<file path="src/rtl/seg7_pkg.sv">
// Shared constants and types for the 6-digit multiplexed 7-segment display driver.
// Segment codes are active-low, bit0 = a ... bit6 = g.
package seg7_pkg;

  localparam int NUM_DIGITS = 6;

  localparam logic [6:0] SEG_0    = 7'b1000000;
  localparam logic [6:0] SEG_1    = 7'b1111001;
  localparam logic [6:0] SEG_2    = 7'b0100100;
  localparam logic [6:0] SEG_3    = 7'b0110000;
  localparam logic [6:0] SEG_4    = 7'b0011001;
  localparam logic [6:0] SEG_5    = 7'b0010010;
  localparam logic [6:0] SEG_6    = 7'b0000010;
  localparam logic [6:0] SEG_7    = 7'b1111000;
  localparam logic [6:0] SEG_8    = 7'b0000000;
  localparam logic [6:0] SEG_9    = 7'b0010000;
  localparam logic [6:0] SEG_DASH = 7'b0111111;
  localparam logic [6:0] SEG_OFF  = 7'b1111111;

  // Digit position: 5 = leftmost (d) down to 0 = rightmost (i).
  typedef logic [2:0] pos_t;

  localparam pos_t POS_FIRST = 3'd5;
  localparam pos_t POS_LAST  = 3'd0;

  // Active-low common pattern that enables exactly one position.
  function automatic logic [NUM_DIGITS-1:0] com_mask(input pos_t p);
    return ~(NUM_DIGITS'(1) << p);
  endfunction

endpackage

</file>
<file path="src/rtl/seg7_decoder.sv">
// Combinational BCD to active-low 7-segment decoder; values 10..15 show a dash.
module seg7_decoder
  import seg7_pkg::*;
(
  input  logic [3:0] i_bcd,
  output logic [6:0] o_seg
);

  always_comb begin
    o_seg = SEG_DASH;
    case (i_bcd)
      4'd0:    o_seg = SEG_0;
      4'd1:    o_seg = SEG_1;
      4'd2:    o_seg = SEG_2;
      4'd3:    o_seg = SEG_3;
      4'd4:    o_seg = SEG_4;
      4'd5:    o_seg = SEG_5;
      4'd6:    o_seg = SEG_6;
      4'd7:    o_seg = SEG_7;
      4'd8:    o_seg = SEG_8;
      4'd9:    o_seg = SEG_9;
      default: o_seg = SEG_DASH;
    endcase
  end

endmodule

</file>
<file path="src/rtl/seg7_scan_driver.sv">
// Stopwatch display back end: latches a six-digit frame once per scan and multiplexes it
// onto a common-anode FND with a blank gap per slot. Define SEG7_LZ_BLANK_EN for leading-zero blanking.
module seg7_scan_driver
  import seg7_pkg::*;
#(
  parameter int          SCAN_DIV  = 50000,
  parameter int          BLANK_CYC = 2,
  parameter logic [5:0]  DP_MASK   = 6'b000100
)
(
  input  logic       clk,
  input  logic       reset_n,
  input  logic [3:0] d,
  input  logic [3:0] e,
  input  logic [3:0] f,
  input  logic [3:0] g,
  input  logic [3:0] h,
  input  logic [3:0] i,
  output logic [6:0] seg_n,
  output logic       dp_n,
  output logic [5:0] com_n
);

  localparam int PW = $clog2(SCAN_DIV);
  localparam int BW = (BLANK_CYC > 0) ? $clog2(BLANK_CYC + 1) : 1;
  localparam logic [PW-1:0] PRESC_MAX  = PW'(SCAN_DIV - 1);
  localparam logic [BW-1:0] BLANK_LOAD = BW'(BLANK_CYC);

  logic [PW-1:0]                 r_presc;
  pos_t                          r_idx;
  logic [BW-1:0]                 r_blank;
  logic                          r_started;
  logic [NUM_DIGITS-1:0][3:0]    r_frame;
  logic [NUM_DIGITS-1:0]         r_lz;
  logic [6:0]                    r_seg;
  logic                          r_dp;
  logic [NUM_DIGITS-1:0]         r_com;

  logic                          w_tick;
  logic                          w_wrap;
  pos_t                          w_next_idx;
  logic [NUM_DIGITS-1:0][3:0]    w_in_frame;
  logic [NUM_DIGITS-1:0]         w_in_lz;
  logic [3:0]                    w_digit;
  logic                          w_lz_sel;
  logic [6:0]                    w_dec;

  assign w_in_frame = {d, e, f, g, h, i};
  assign w_tick     = (r_presc == PRESC_MAX);
  // The first tick after reset is treated as a wrap so the scan always opens on d with a fresh frame.
  assign w_wrap     = (r_idx == POS_LAST) || !r_started;
  assign w_next_idx = w_wrap ? POS_FIRST : (r_idx - 3'd1);

`ifdef SEG7_LZ_BLANK_EN
  always_comb begin
    w_in_lz    = '0;
    w_in_lz[5] = (d == 4'd0);
    w_in_lz[4] = (d == 4'd0) && (e == 4'd0);
    w_in_lz[3] = (d == 4'd0) && (e == 4'd0) && (f == 4'd0);
    w_in_lz[2] = (d == 4'd0) && (e == 4'd0) && (f == 4'd0) && (g == 4'd0);
  end
`else
  assign w_in_lz = '0;
`endif

  // On a wrap the frame registers are stale, so the leftmost slot decodes the live inputs.
  assign w_digit  = w_wrap ? w_in_frame[w_next_idx] : r_frame[w_next_idx];
  assign w_lz_sel = w_wrap ? w_in_lz[w_next_idx]    : r_lz[w_next_idx];

  seg7_decoder u_decoder (
    .i_bcd (w_digit),
    .o_seg (w_dec)
  );

  always_ff @(posedge clk or negedge reset_n) begin
    if (!reset_n) begin
      r_presc   <= '0;
      r_idx     <= POS_FIRST;
      r_started <= 1'b0;
    end else if (w_tick) begin
      r_presc   <= '0;
      r_idx     <= w_next_idx;
      r_started <= 1'b1;
    end else begin
      r_presc   <= r_presc + 1'b1;
    end
  end

  always_ff @(posedge clk or negedge reset_n) begin
    if (!reset_n) begin
      r_frame <= '0;
      r_lz    <= '0;
    end else if (w_tick && w_wrap) begin
      r_frame <= w_in_frame;
      r_lz    <= w_in_lz;
    end
  end

  // Commons go dark at every slot change and re-enable once the blank counter runs out.
  always_ff @(posedge clk or negedge reset_n) begin
    if (!reset_n) begin
      r_blank <= '0;
      r_com   <= '1;
    end else if (w_tick) begin
      r_blank <= BLANK_LOAD;
      r_com   <= (BLANK_CYC == 0) ? com_mask(w_next_idx) : '1;
    end else if (r_blank != '0) begin
      r_blank <= r_blank - 1'b1;
      if (r_blank == BW'(1)) begin
        r_com <= com_mask(r_idx);
      end
    end
  end

  always_ff @(posedge clk or negedge reset_n) begin
    if (!reset_n) begin
      r_seg <= SEG_OFF;
      r_dp  <= 1'b1;
    end else if (w_tick) begin
      r_seg <= w_lz_sel ? SEG_OFF : w_dec;
      r_dp  <= w_lz_sel ? 1'b1 : ~DP_MASK[w_next_idx];
    end
  end

  assign seg_n = r_seg;
  assign dp_n  = r_dp;
  assign com_n = r_com;

endmodule

</file>
<file path="config.mk">
export PLATFORM = sky130hd
export DESIGN_NAME = seg7_scan_driver
export DESIGN_NICKNAME = d
export VERILOG_FILES = /design/src/rtl/seg7_pkg.sv /design/src/rtl/seg7_decoder.sv /design/src/rtl/seg7_scan_driver.sv
export SDC_FILE = /design/constraint.sdc
export NUM_CORES = 1
export LEC_CHECK = 0
export CAP_MARGIN = 20
export CORE_ASPECT_RATIO = 0.9
export CORE_MARGIN = 3
export CORE_UTILIZATION = 46
export DETAILED_ROUTE_END_ITERATION = 8
export PLACE_DENSITY = 0.76
export SYNTH_ARGS = -nofsm -noshare
export SYNTH_HDL_FRONTEND = slang
export SYNTH_SLANG_ARGS = --single-unit
</file>
<file path="constraint.sdc">
create_clock -name clk -period 3.16 [get_ports clk]
set_clock_uncertainty 0.2 [all_clocks]
set_input_delay 0.316 -clock clk [delete_from_list [all_inputs] [get_ports clk]]
set_output_delay 0.316 -clock clk [all_outputs]
set_load 0.005 [all_outputs]
</file>
Yosys cells after proc, flatten, opt, wreduce, memory -nomap -nowiden
Memories as Yosys holds them, arrays and structs flattened.
Index checks and enable logic that the tools add are counted.

word-level totals
  bits in registers = 60
  memory bits (read-only) = 128
  input port bits = 26
  output and inout bits = 14
  logic and storage cells = 49
  memories kept = 3

cells by class
  $add $sub $neg = 3
  $lt $le $gt $ge = 1
  eq/ne operators = 2
  shift operators = 1
  mux-type cells = 16
  bitwise gates (word level) = 2
  reductions and logical operators = 8

memories
  memory           depth  width  rd ports  clocked after Yosys merged registers in  write ports  RTL line                 source
  (no name shown)  16     7      1         0                                        0            seg7_decoder.sv:11       case (i_bcd)
  (no name shown)  8      1      1         0                                        0            seg7_scan_driver.sv:121  r_dp <= w_lz_sel ? 1'b1 : ~DP_MASK[w_next_idx];
  (no name shown)  8      1      1         0                                        0            seg7_scan_driver.sv:68   assign w_lz_sel = w_wrap ? w_in_lz[w_next_idx] : r_lz[w_next_idx];

operator list
  operator               count
  $bmux 4 s3             2
  $mux 6                 3
  $add 16x1->16 const B  1
  $eq 16x16->1 const B   1
  $mux 16                1
  $mux 4                 3
  $mux 7                 1
  $not 6->6              1
  $reduce_bool 2->1      3
  $shl 1x3->6 const A    1
  $lt 3x4->1 const B     1
  $mux 2                 2
  $logic_not 3->1        1
  $mux 1                 3
  $mux 3                 1
  $sub 3x1->3 const B    1
  $eq 2x1->1 const B     1
  $reduce_and 2->1       1
  $sub 2x1->2 const B    1
  $logic_and 1x1->1      1
  $logic_not 1->1        1
  $logic_or 1x1->1       1
  $not 1->1              1

Longest topological paths before layout
Gate-level depths: netlist of the first run.
An unclocked memory read counts as a cell.

  depth after elaboration = 8
  mapped depth = 12
  mapped depth without buffers = 11

Modules after synthesis
Synthesis of the first run repeated with hierarchy kept, for this count alone.

second synthesis, totals
  cell total of the unflattened synthesis = 299
  area total of the unflattened synthesis = 3,136.8 sq um

by module, submodules not included
  module            instances  cells each  area an instance (sq um)  seq. area each (sq um)
  seg7_scan_driver  1          268         2,912.8                   1,521.5
  seg7_decoder      1          31          224.0                     0.0

Least setup slack after synthesis of the first run
No wires, ideal clock.

  path kind = flip-flop to flip-flop
  start point = register r_idx[0]
  end point = register r_seg[2] (netlist: seg_n[2])
  library setup time = 82 ps
  data arrival time = 2,498 ps
  data required time = 2,878 ps
  setup slack = 379 ps
  stages on the path, launching flop included = 12
  buffers on the path = 1
  period minus slack after synthesis = 2,781 ps
  cells stage by stage = dfstp_2 buf_4 inv_1 ha_1 xnor2_1 nand3_1 a41oi_2 inv_1 ha_1 nand3_1 mux2i_1 mux2_2

on the way
  word-level cells in the longest chain between the ends = 8
  elaborated cells between the ends (all ways) = 13
  classes of those cells = add/sub: 1; mux: 8; reduce/logical: 2; memory: 2

ends and longest elaborated chain
  element                                               RTL line                 source
  start, declared                                       seg7_scan_driver.sv:30   pos_t r_idx;
  start signal, assigned                                seg7_scan_driver.sv:82   r_idx <= w_next_idx;
  branches (longest 7 deep; another with $mem_v2 16x7)  -
  $mux 7 *                                              seg7_scan_driver.sv:120  r_seg <= w_lz_sel ? SEG_OFF : w_dec;
  end signal, assigned                                  seg7_scan_driver.sv:120
  end, declared                                         seg7_scan_driver.sv:35   logic [6:0] r_seg;

Mark *: on every way between the ends. The select of a mux whose other input is x is not followed.
A chain may end at the register's enable or synchronous reset.

Worst setup path in the final report of the first run
Ends and elaborated chain as after synthesis.

==> results of run 1 <==
through the flow:
stage,hold WS [ns],util (%),area (um2)
after floorplan,-0.180,-,3050
after global placement,0.0748,55.9,3510
after detailed placement,0.0763,55.9,3510
after CTS,0.242,58.8,3690
after global routing,0.285,58.8,3690
final,0.250,58.8,3690
worst max-delay path by stage:
stage / from / to / slack, ns
floorplan: r_idx[0]$_DFFE_PN1P_ / seg_n[2]$_DFFE_PN1P_ / 0.38
global placement: r_idx[0]$_DFFE_PN1P_ / seg_n[2]$_DFFE_PN1P_ / 0.46
detailed placement: r_idx[0]$_DFFE_PN1P_ / seg_n[3]$_DFFE_PN1P_ / 0.42
CTS: r_idx[0]$_DFFE_PN1P_ / seg_n[3]$_DFFE_PN1P_ / 0.38
global route: r_idx[0]$_DFFE_PN1P_ / seg_n[5]$_DFFE_PN1P_ / 0.15
finish: r_idx[0]$_DFFE_PN1P_ / seg_n[2]$_DFFE_PN1P_ / 0.38
final cells by class:
| class | count | area, um2 |
|---|---|---|
| fill | 522 | 2590 |
| clock buffer | 14 | 163 |
| clock inverter | 2 | 10.0 |
| inverter | 6 | 22.5 |
| multi-input combinational | 195 | 1450 |
| tap | 87 | 109 |
| timing repair buffer | 43 | 418 |
| sequential | 60 | 1520 |
state kept, by name (all words and copies together), names as in the netlist:
| signal | flops |
|---|---|
| r_frame | 24 |
| r_idx | 3 |
| seg_n | 7 |
| r_started | 1 |
| dp_n | 1 |
| com_n | 6 |
| r_blank | 2 |
| r_presc | 16 |
critical path: stages, from the launching register on:
cell and delay (ns):
dfstp_2 0.53, inv_1 0.10, ha_1 0.32, xnor2_1 0.35, nand3_1 0.14, a41oi_2 0.30
inv_1 0.14, ha_1 0.22, nand3_1 0.07, mux2i_1 0.07, mux2_2 0.26
Yosys cell counts (all sizes together) (2+ instances only):
cell type	instances
a21boi	2
a21o	2
a21oi	7
a221oi	2
and2	6
and3	4
buf	6
clkbuf	3
dfrtp	44
dfstp	16
ha	11
inv	6
mux2	28
mux2i	9
nand2	24
nand2b	6
nand3	14
nand3b	3
nor2	16
nor2b	3
nor3	6
nor3b	5
o21ai	15
o221ai	2
o31ai	3
or3	2
xnor2	6
xor2	9
cells by family (layout without fill, tap and decap cells):
group | after synthesis | after routing | share of synthesized area (%)
AOI/OAI and AO/OA | 40 | 40 | 9.34
buffers and inverters | 15 | 65 | 2.66
DFF | 60 | 60 | 49.8
muxes | 37 | 37 | 13.3
adders and majority gates | 11 | 11 | 4.51
and+or+nand+nor | 92 | 92 | 15.5
xor gates and xnor gates | 15 | 15 | 4.92
power by group:
group / internal (uW) / switching, uW / leakage [uW] / total [uW]
Combinational: 51.2 / 37.6 / 0.000743 / 88.8
Clock: 326 / 282 / 0.0000905 / 608
Sequential: 785 / 8.28 / 0.000711 / 793
Total: 1160 / 328 / 0.00154 / 1490
repair_timing:
| item | in CTS | in global routing |
|---|---|---|
| setup endpoints to repair | 0 | 0 |
| hold endpoints to repair | 13 | 0 |
| hold buffers | 1 | 0 |
metal layers:
metal	vias up	GRT usage [%]	wire length (um)
met4	0	6.48	78
met1	1002	22.9	2740
met3	7	5.16	220
met5	-	0	0
li1	1042	-	-
met2	39	24.9	2580
==> impl_results.md, run 1 <==
- Pre-Repair DR Iteration Count: 4
- Largest net degree at the start of global routing: 42
- Yosys warns: 0
- Row cnt: 27
- Status: completed
- Async SR Flop Fraction: 100%
- Synth Flop Type: dfrtp_1
- Total Power: 1490 uW
- Post-route setup TNS: 0 ns
- Max Root-Sink Buffers: 2
- Mapped cell area: 3050 um2
- CTS tree: built
- Clock-pin slew on the worst setup and hold paths: 0.06 ns
- P per Cell Area: 403 nW/um2
- Area leader, netlist: dfrtp_1
- Setup crit end kind: register
- Synthesis-to-layout area growth: 21.0%
- Layout cells sized above 1: 21.3%
- Die Width: 91.9 um
- Global-route wire length before repair: 10.1 mm
- Part of the Yosys area used for sequential elements: 49.8%
- Worst setup path class: reg -> reg
- FF-to-FF End: seg_n[2]$_DFFE_PN1P_
- Share of the synthesized area in the top cell type: 36.1%
- Routability Congestion: 0.885
- Syn avg cell area: 11.3 um2
- Commonest cells after routing, fill and taps aside: dfrtp_1 (44), clkdlybuf4s50_1 (38), mux2_2 (28)
- Die height: 83.3 um
- Final worst slack: 0.376 ns
- Global-route usage over all layers: 16.7%
- # IOs: 40
- FF-to-FF setup slack: 0.38 ns
- H-Tree Depth: 3
- Core area: 6280 um2
- Leak pwr: 0.00154 uW
- Arrival @ worst endpoint: 2.84 ns
- Final hold viol count: 0
- HP Class: in -> async
- Min Tclk post-route: 2.78 ns
- Fin. max-slew vios: 0
- VDD IR-drop max: 272 uV
- Finished Layout Cells: 407
- Worst setup SP type: register
- DR WL/cell: 13.8 um
- Worst R2R Start: r_idx[0]$_DFFE_PN1P_
- Relative slew slack: 53.1%
- Setup violations, final: 0
- Post-DP HPWL: 4.07 mm
- Full die area: 7650 um2
- Flops & latches, synth: 60
- Pre-CTS setup slack: 0.416 ns
- EDFF count, synth: 0
- Vias in the first global route: 2032
- Worst skew pair latency: 0.34 ns
- Initial core utilization: 48.6%
- Largest cells by area after synthesis: dfrtp_1 (36%), dfstp_2 (14%), mux2_2 (10%), ha_1 (4.5%), mux2i_1 (2.9%)
- Final wirelength: 5.61 mm
- Initial antenna violation count: 0
- Congestion Overflow GR: 0
- Number of vias per cell: 5.14
- I/O Buffers: 39
- Syn nets: 307
- Total of max-cap violations: 0
- CP required: 3.22 ns
- Crit Path Max Fanout: 7
- Post-Place Cells: 390
- Distinct cells, synth: 46
- DR DRC count: 0
- Final period util: 88.1%
- ANT nets after route: 0
- Clock Sinks: 60
- N_diodes: 0
- TritonCTS Buffers: 9
- CTS resizes: 0
- Worst-Margin Slew: 0.702 ns
- Via Count: 2090
- DR iter-0 viols: 102
- Fmax: 359 MHz
- Root buf cell: clkbuf_8
- Postcts setup bufs: 0
- Final net count: 352
- Mapped Cells: 270
- Worst-case reg-to-reg path depth: 10
- RSZ-0062 raised after global routing: no
- Commonest non-fill, non-tap cell in the layout: dfrtp_1
No activity file was read; power rests on OpenSTA's default activity.
==> run 2: changes to the inputs <==
- clock period: 3.16 -> 2.9 ns (I/O delays scaled with it)
==> impl_results.md, run 2 (synthesized netlist as in run 1, its figures left out) <==
- Critical Path Max Stage Delay: 0.52 ns (was 0.53 ns)
- Fin. max-slew vios: 0 (unchanged)
- Final core utilization: 60.3% (was 58.8%)
- Final worst slack: 0.145 ns (was 0.376 ns)
- Setup violations, final: 0 (unchanged)
- Commonest non-fill, non-tap cell in the layout: dfrtp_1 (unchanged)
- H-Tree Depth: 3 (unchanged)
- Worst setup SP type: register (unchanged)
- # IOs: 40 (unchanged)
- Relative slew slack: 51.9% (was 53.1%)
- Post-DP HPWL: 4.00 mm (was 4.07 mm)
- Clock Sinks: 60 (unchanged)
- Row cnt: 27 (unchanged)
- Clock-pin slew on the worst setup and hold paths: 0.06 ns (about the same)
- Worst skew pair latency: 0.34 ns (about the same)
- Final period util: 95.0% (was 88.1%)
- Final wirelength: 5.77 mm (was 5.61 mm)
- Arrival @ worst endpoint: 2.82 ns (was 2.84 ns)
- Global-route wire length before repair: 9.97 mm (was 10.1 mm)
- DR iter-0 viols: 114 (was 102)
- Top reg by flops: r_frame (unchanged)
- Crit-path most repeated cell: o21ai_1
- Largest net degree at the start of global routing: 61 (was 42)
- DR DRC count: 0 (unchanged)
- Min Tclk post-route: 2.75 ns (was 2.78 ns)
- VDD IR-drop max: 243 uV (was 272 uV)
- Initial antenna violation count: 0 (unchanged)
- Setup crit end kind: register (unchanged)
- Vias in the first global route: 2146 (was 2032)
- RSZ-0062 raised after global routing: no (unchanged)
- ANT nets after route: 0 (unchanged)
- Worst-Margin Slew: 0.722 ns (was 0.702 ns)
- Post-route setup TNS: 0 ns (unchanged)
- CTS tree: built (unchanged)
- HP Class: reg -> reg (was in -> async)
- Hold slack: 0.260 ns (was 0.250 ns)
- Crit Path Max Fanout: 7 (unchanged)
- Pre-CTS setup slack: 0.144 ns (was 0.416 ns)
- Congestion Overflow GR: 0 (unchanged)
- DR WL/cell: 14.0 um (was 13.8 um)
- Critical-path top delay cell: dfstp_2 (unchanged)
- Fmax: 363 MHz (was 359 MHz)
- Via Count: 2160 (was 2090)
- Final net count: 356 (was 352)
- Number of vias per cell: 5.26 (was 5.14)
- Critical path's top delay family: compound AO/OA/AOI/OAI gates (was adder cells)
- Root buf cell: clkbuf_8 (unchanged)
- P per Cell Area: 471 nW/um2 (was 403 nW/um2)
- Die Width: 91.9 um (unchanged)
- Max Root-Sink Buffers: 2 (unchanged)
- Worst setup path class: reg -> reg (unchanged)
- Status: completed (unchanged)
- Die height: 83.3 um (unchanged)
- Post-Place Cells: 392 (was 390)
- Leak pwr: 0.00159 uW (was 0.00154 uW)
- Global-route usage over all layers: 16.3% (was 16.7%)
- Initial core utilization: 48.6% (unchanged)
- Pre-Repair DR Iteration Count: 4 (unchanged)
- Total of max-cap violations: 0 (unchanged)
- Finished Layout Cells: 411 (was 407)
- Layout cells sized above 1: 24.4% (was 21.3%)
- I/O Buffers: 39 (unchanged)
- Synthesis-to-layout area growth: 24.0% (was 21.0%)
- Routability Congestion: 0.859 (was 0.885)
- N_diodes: 0 (unchanged)
- TritonCTS Buffers: 9 (unchanged)
- CP required: 2.96 ns (was 3.22 ns)
- Commonest cells after routing, fill and taps aside: dfrtp_1 (44), clkdlybuf4s50_1 (38), mux2_2 (28) (unchanged)
- Core area: 6280 um2 (unchanged)
- Full die area: 7650 um2 (unchanged)
- Largest register FFs: 24 (unchanged)
- Buf+Inv Stages, Crit Path: 2 (unchanged)
- CP cell instances: inv_1 -> ha_2 -> xor2_4 -> clkbuf_2 -> o221ai_1 -> a211o_1 -> a221oi_1 -> o21ai_1 -> o21ai_1 (was inv_1 -> ha_1 -> xnor2_1 -> nand3_1 -> a41oi_2 -> inv_1 -> ha_1 -> nand3_1 -> mux2i_1 -> mux2_2)
- Final hold viol count: 0 (unchanged)
==> run 2: what timing repair did <==
| item | CTS | global route |
|---|---|---|
| setup endpoints to repair | 0 | 5 |
| setup buffers | 0 | 2 |
| hold buffers | 1 | 0 |
| hold endpoints to repair | 44 | 0 |
| resized for setup | 0 | 5 |
==> run 2: power breakdown <==
group          internal, uW  switching [uW]
clock network           503             319
registers               855            9.46
logic                  55.9            40.7
total                  1410             369
==> run 2: metrics by stage <==
stage | power (uW) | instance area, um2
3_3_place_gp | 975 | 3530
6_report | 1780 | 3790
5_1_grt | 1860 | 3790
2_1_floorplan | 915 | 3050
3_5_place_dp | 976 | 3530
4_1_cts | 1810 | 3750
==> run 2: layout make-up <==
class,instances,area (um2)
clock buffer,11,141
timing repair buffer,47,445
clock inverter,5,75.1
multi-input combinational,195,1470
tap,87,109
sequential,60,1520
inverter,6,22.5
fill,542,2490
==> run 2: layer usage <==
metal,vias to the layer above,share of wire (%),track usage [%]
li1,1043,-,-
met1,1071,48,21.9
met3,7,4.3,5.53
met4,0,1.2,5.40
met2,39,46,24.5
met5,-,0,0
==> run 2: worst paths after layout <==
check,slack (ns),cells past startpoint,start,to
setup / recovery,0.15,9,r_idx[0]$_DFFE_PN1P_,seg_n[6]$_DFFE_PN1P_
hold / removal,0.26,1,r_presc[0]$_DFF_PN0_,r_presc[0]$_DFF_PN0_
setup reg to reg,0.15,9,r_idx[0]$_DFFE_PN1P_,seg_n[6]$_DFFE_PN1P_
hold reg to reg,0.26,1,r_presc[0]$_DFF_PN0_,r_presc[0]$_DFF_PN0_
max in group asynchronous,1.59,3,reset_n,r_presc[6]$_DFF_PN0_
min in group asynchronous,0.43,3,reset_n,r_frame[12]$_DFFE_PN0P_
==> run 2: worst register-to-register path, stage by stage, from the launching register on <==
cell	delay, ns
dfstp_2	0.52
inv_1	0.11
ha_2	0.28
xor2_4	0.25
clkbuf_2	0.22
o221ai_1	0.15
a211o_1	0.33
a221oi_1	0.32
o21ai_1	0.14
o21ai_1	0.16
==> run 3: changes to the inputs <==
- CTS_BUF_LIST: not set -> sky130_fd_sc_hd__clkbuf_4 sky130_fd_sc_hd__clkbuf_8 sky130_fd_sc_hd__clkbuf_16
==> impl_results.md, run 3 (synthesized netlist as in run 1, its figures left out) <==
- Status: completed (unchanged)
- Setup crit end kind: register (unchanged)
- Worst skew pair latency: 0.34 ns (about the same)
- Commonest non-fill, non-tap cell in the layout: dfrtp_1 (unchanged)
- Worst hold stages: 1 (unchanged)
- Number of vias per cell: 5.26 (about the same)
- Setup violations, final: 0 (unchanged)
- Row cnt: 27 (unchanged)
- I/O Buffers: 39 (unchanged)
- VDD IR-drop max: 243 uV (about the same)
- Via Count: 2162 (was 2160)
- Final hold viol count: 0 (unchanged)
- Post-DP HPWL: 4.00 mm (unchanged)
- Clock Sinks: 60 (unchanged)
- Initial core utilization: 48.6% (unchanged)
- Total of max-cap violations: 0 (unchanged)
- Max Root-Sink Buffers: 2 (unchanged)
- Layout cells sized above 1: 24.7% (was 24.4%)
- CTS tree: built (unchanged)
- Arrival @ worst endpoint: 2.82 ns (about the same)
- Worst R2R Start: r_idx[0]$_DFFE_PN1P_ (unchanged)
- Final period util: 95.0% (about the same)
- Die Width: 91.9 um (unchanged)
- Fin. max-slew vios: 0 (unchanged)
- Congestion Overflow GR: 0 (unchanged)
- Pre-CTS setup slack: 0.144 ns (unchanged)
- Vias in the first global route: 2146 (unchanged)
- Synthesis-to-layout area growth: 24.2% (was 24.0%)
- FF-to-FF End: seg_n[6]$_DFFE_PN1P_ (unchanged)
- Pre-Repair DR Iteration Count: 4 (unchanged)
- Crit Path Max Fanout: 7 (unchanged)
- RSZ-0062 raised after global routing: no (unchanged)
- Final worst slack: 0.145 ns (about the same)
- # IOs: 40 (unchanged)
- Clock-pin slew on the worst setup and hold paths: 0.06 ns (about the same)
- Global-route usage over all layers: 16.3% (unchanged)
- Leak pwr: 0.00159 uW (about the same)
- Worst-case reg-to-reg path depth: 9 (unchanged)
- Final core utilization: 60.4% (was 60.3%)
- DR iter-0 viols: 119 (was 114)
- DR DRC count: 0 (unchanged)
- Final wirelength: 5.77 mm (about the same)
- Root buf cell: clkbuf_8 (unchanged)
- N_diodes: 0 (unchanged)
- Global-route wire length before repair: 9.97 mm (unchanged)
- Worst setup path class: reg -> reg (unchanged)
- HP Class: reg -> reg (unchanged)
- Worst-Margin Slew: 0.722 ns (about the same)
- Worst setup SP type: register (unchanged)
- Largest register FFs: 24 (unchanged)
- Post-route setup TNS: 0 ns (unchanged)
- Hold EP: r_presc[0]$_DFF_PN0_ (unchanged)
- TritonCTS Buffers: 9 (unchanged)
- Min Tclk post-route: 2.75 ns (about the same)
- ANT nets after route: 0 (unchanged)
- Hold path start: r_presc[0]$_DFF_PN0_ (unchanged)
- Full die area: 7650 um2 (unchanged)
- DR WL/cell: 14.0 um (about the same)
- Final net count: 356 (unchanged)
- FF-to-FF setup slack: 0.15 ns (about the same)
- Die height: 83.3 um (unchanged)
- Largest net degree at the start of global routing: 61 (unchanged)
- Initial antenna violation count: 0 (unchanged)
- Fmax: 363 MHz (about the same)
- Top reg by flops: r_frame (unchanged)
- Routability Congestion: 0.859 (unchanged)
- CP required: 2.96 ns (about the same)
- Core area: 6280 um2 (unchanged)
- P per Cell Area: 473 nW/um2 (was 471 nW/um2)
- Relative slew slack: 51.9% (about the same)
- Commonest cells after routing, fill and taps aside: dfrtp_1 (44), clkdlybuf4s50_1 (38), mux2_2 (28) (unchanged)
- H-Tree Depth: 3 (unchanged)
-- run 3: changes by cell type in the layout (fill, tap and decap cells not counted) --
cell,previous run,this run
clkbuf_1,1,0
clkbuf_4,0,1
-- run 3: final cells by class --
type | instances | area, um2
clock buffer | 11 | 145
multi-input combinational | 195 | 1470
timing repair buffer | 47 | 445
sequential | 60 | 1520
clock inverter | 5 | 75.1
tap | 87 | 109
fill | 540 | 2490
inverter | 6 | 22.5
-- run 3: critical path: stages (launching register included) --
cell and delay, ns:
dfstp_2 0.52, inv_1 0.11, ha_2 0.28, xor2_4 0.25
clkbuf_2 0.22, o221ai_1 0.15, a211o_1 0.33, a221oi_1 0.32
o21ai_1 0.14, o21ai_1 0.16
-- run 3: where the power goes --
part | internal, uW | leakage, uW | switching, uW
Sequential | 855 | 0.000711 | 9.47
Combinational | 55.9 | 0.000767 | 40.6
Clock | 512 | 0.000116 | 319
Total | 1420 | 0.00159 | 369
-- run 3: worst max-delay path by stage --
stage / cells after the start / to / startpoint
2_1_floorplan: 11 / seg_n[2]$_DFFE_PN1P_ / r_idx[0]$_DFFE_PN1P_
3_3_place_gp: 10 / seg_n[3]$_DFFE_PN1P_ / r_idx[0]$_DFFE_PN1P_
6_report: 9 / seg_n[6]$_DFFE_PN1P_ / r_idx[0]$_DFFE_PN1P_
5_1_grt: 9 / seg_n[6]$_DFFE_PN1P_ / r_idx[0]$_DFFE_PN1P_
4_1_cts: 10 / seg_n[2]$_DFFE_PN1P_ / r_idx[0]$_DFFE_PN1P_
3_5_place_dp: 10 / seg_n[2]$_DFFE_PN1P_ / r_idx[0]$_DFFE_PN1P_
-- run 3: metrics by stage --
stage	total power [uW]	cell area (um2)	hold slack, ns	instances
after global placement	975	3530	0.249	392
final	1790	3790	0.260	411
after CTS	1820	3760	0.265	409
after detailed placement	976	3530	0.258	392
after global routing	1870	3790	0.292	411
after floorplan	915	3050	-0.206	270
-- run 3: per-layer routing --
metal	up-vias	track usage, %	share of wire [%]
met1	1073	21.9	48
met2	39	24.5	46
met5	-	0	0
met3	7	5.53	4.3
met4	0	5.40	1.2
li1	1043	-	-
-- run 3: repair_timing --
item,in CTS,in global routing
hold endpoints to repair,44,0
buffers inserted,0,2
endpoints found under the setup margin,0,5
resized for setup,0,5
hold buffers,1,0
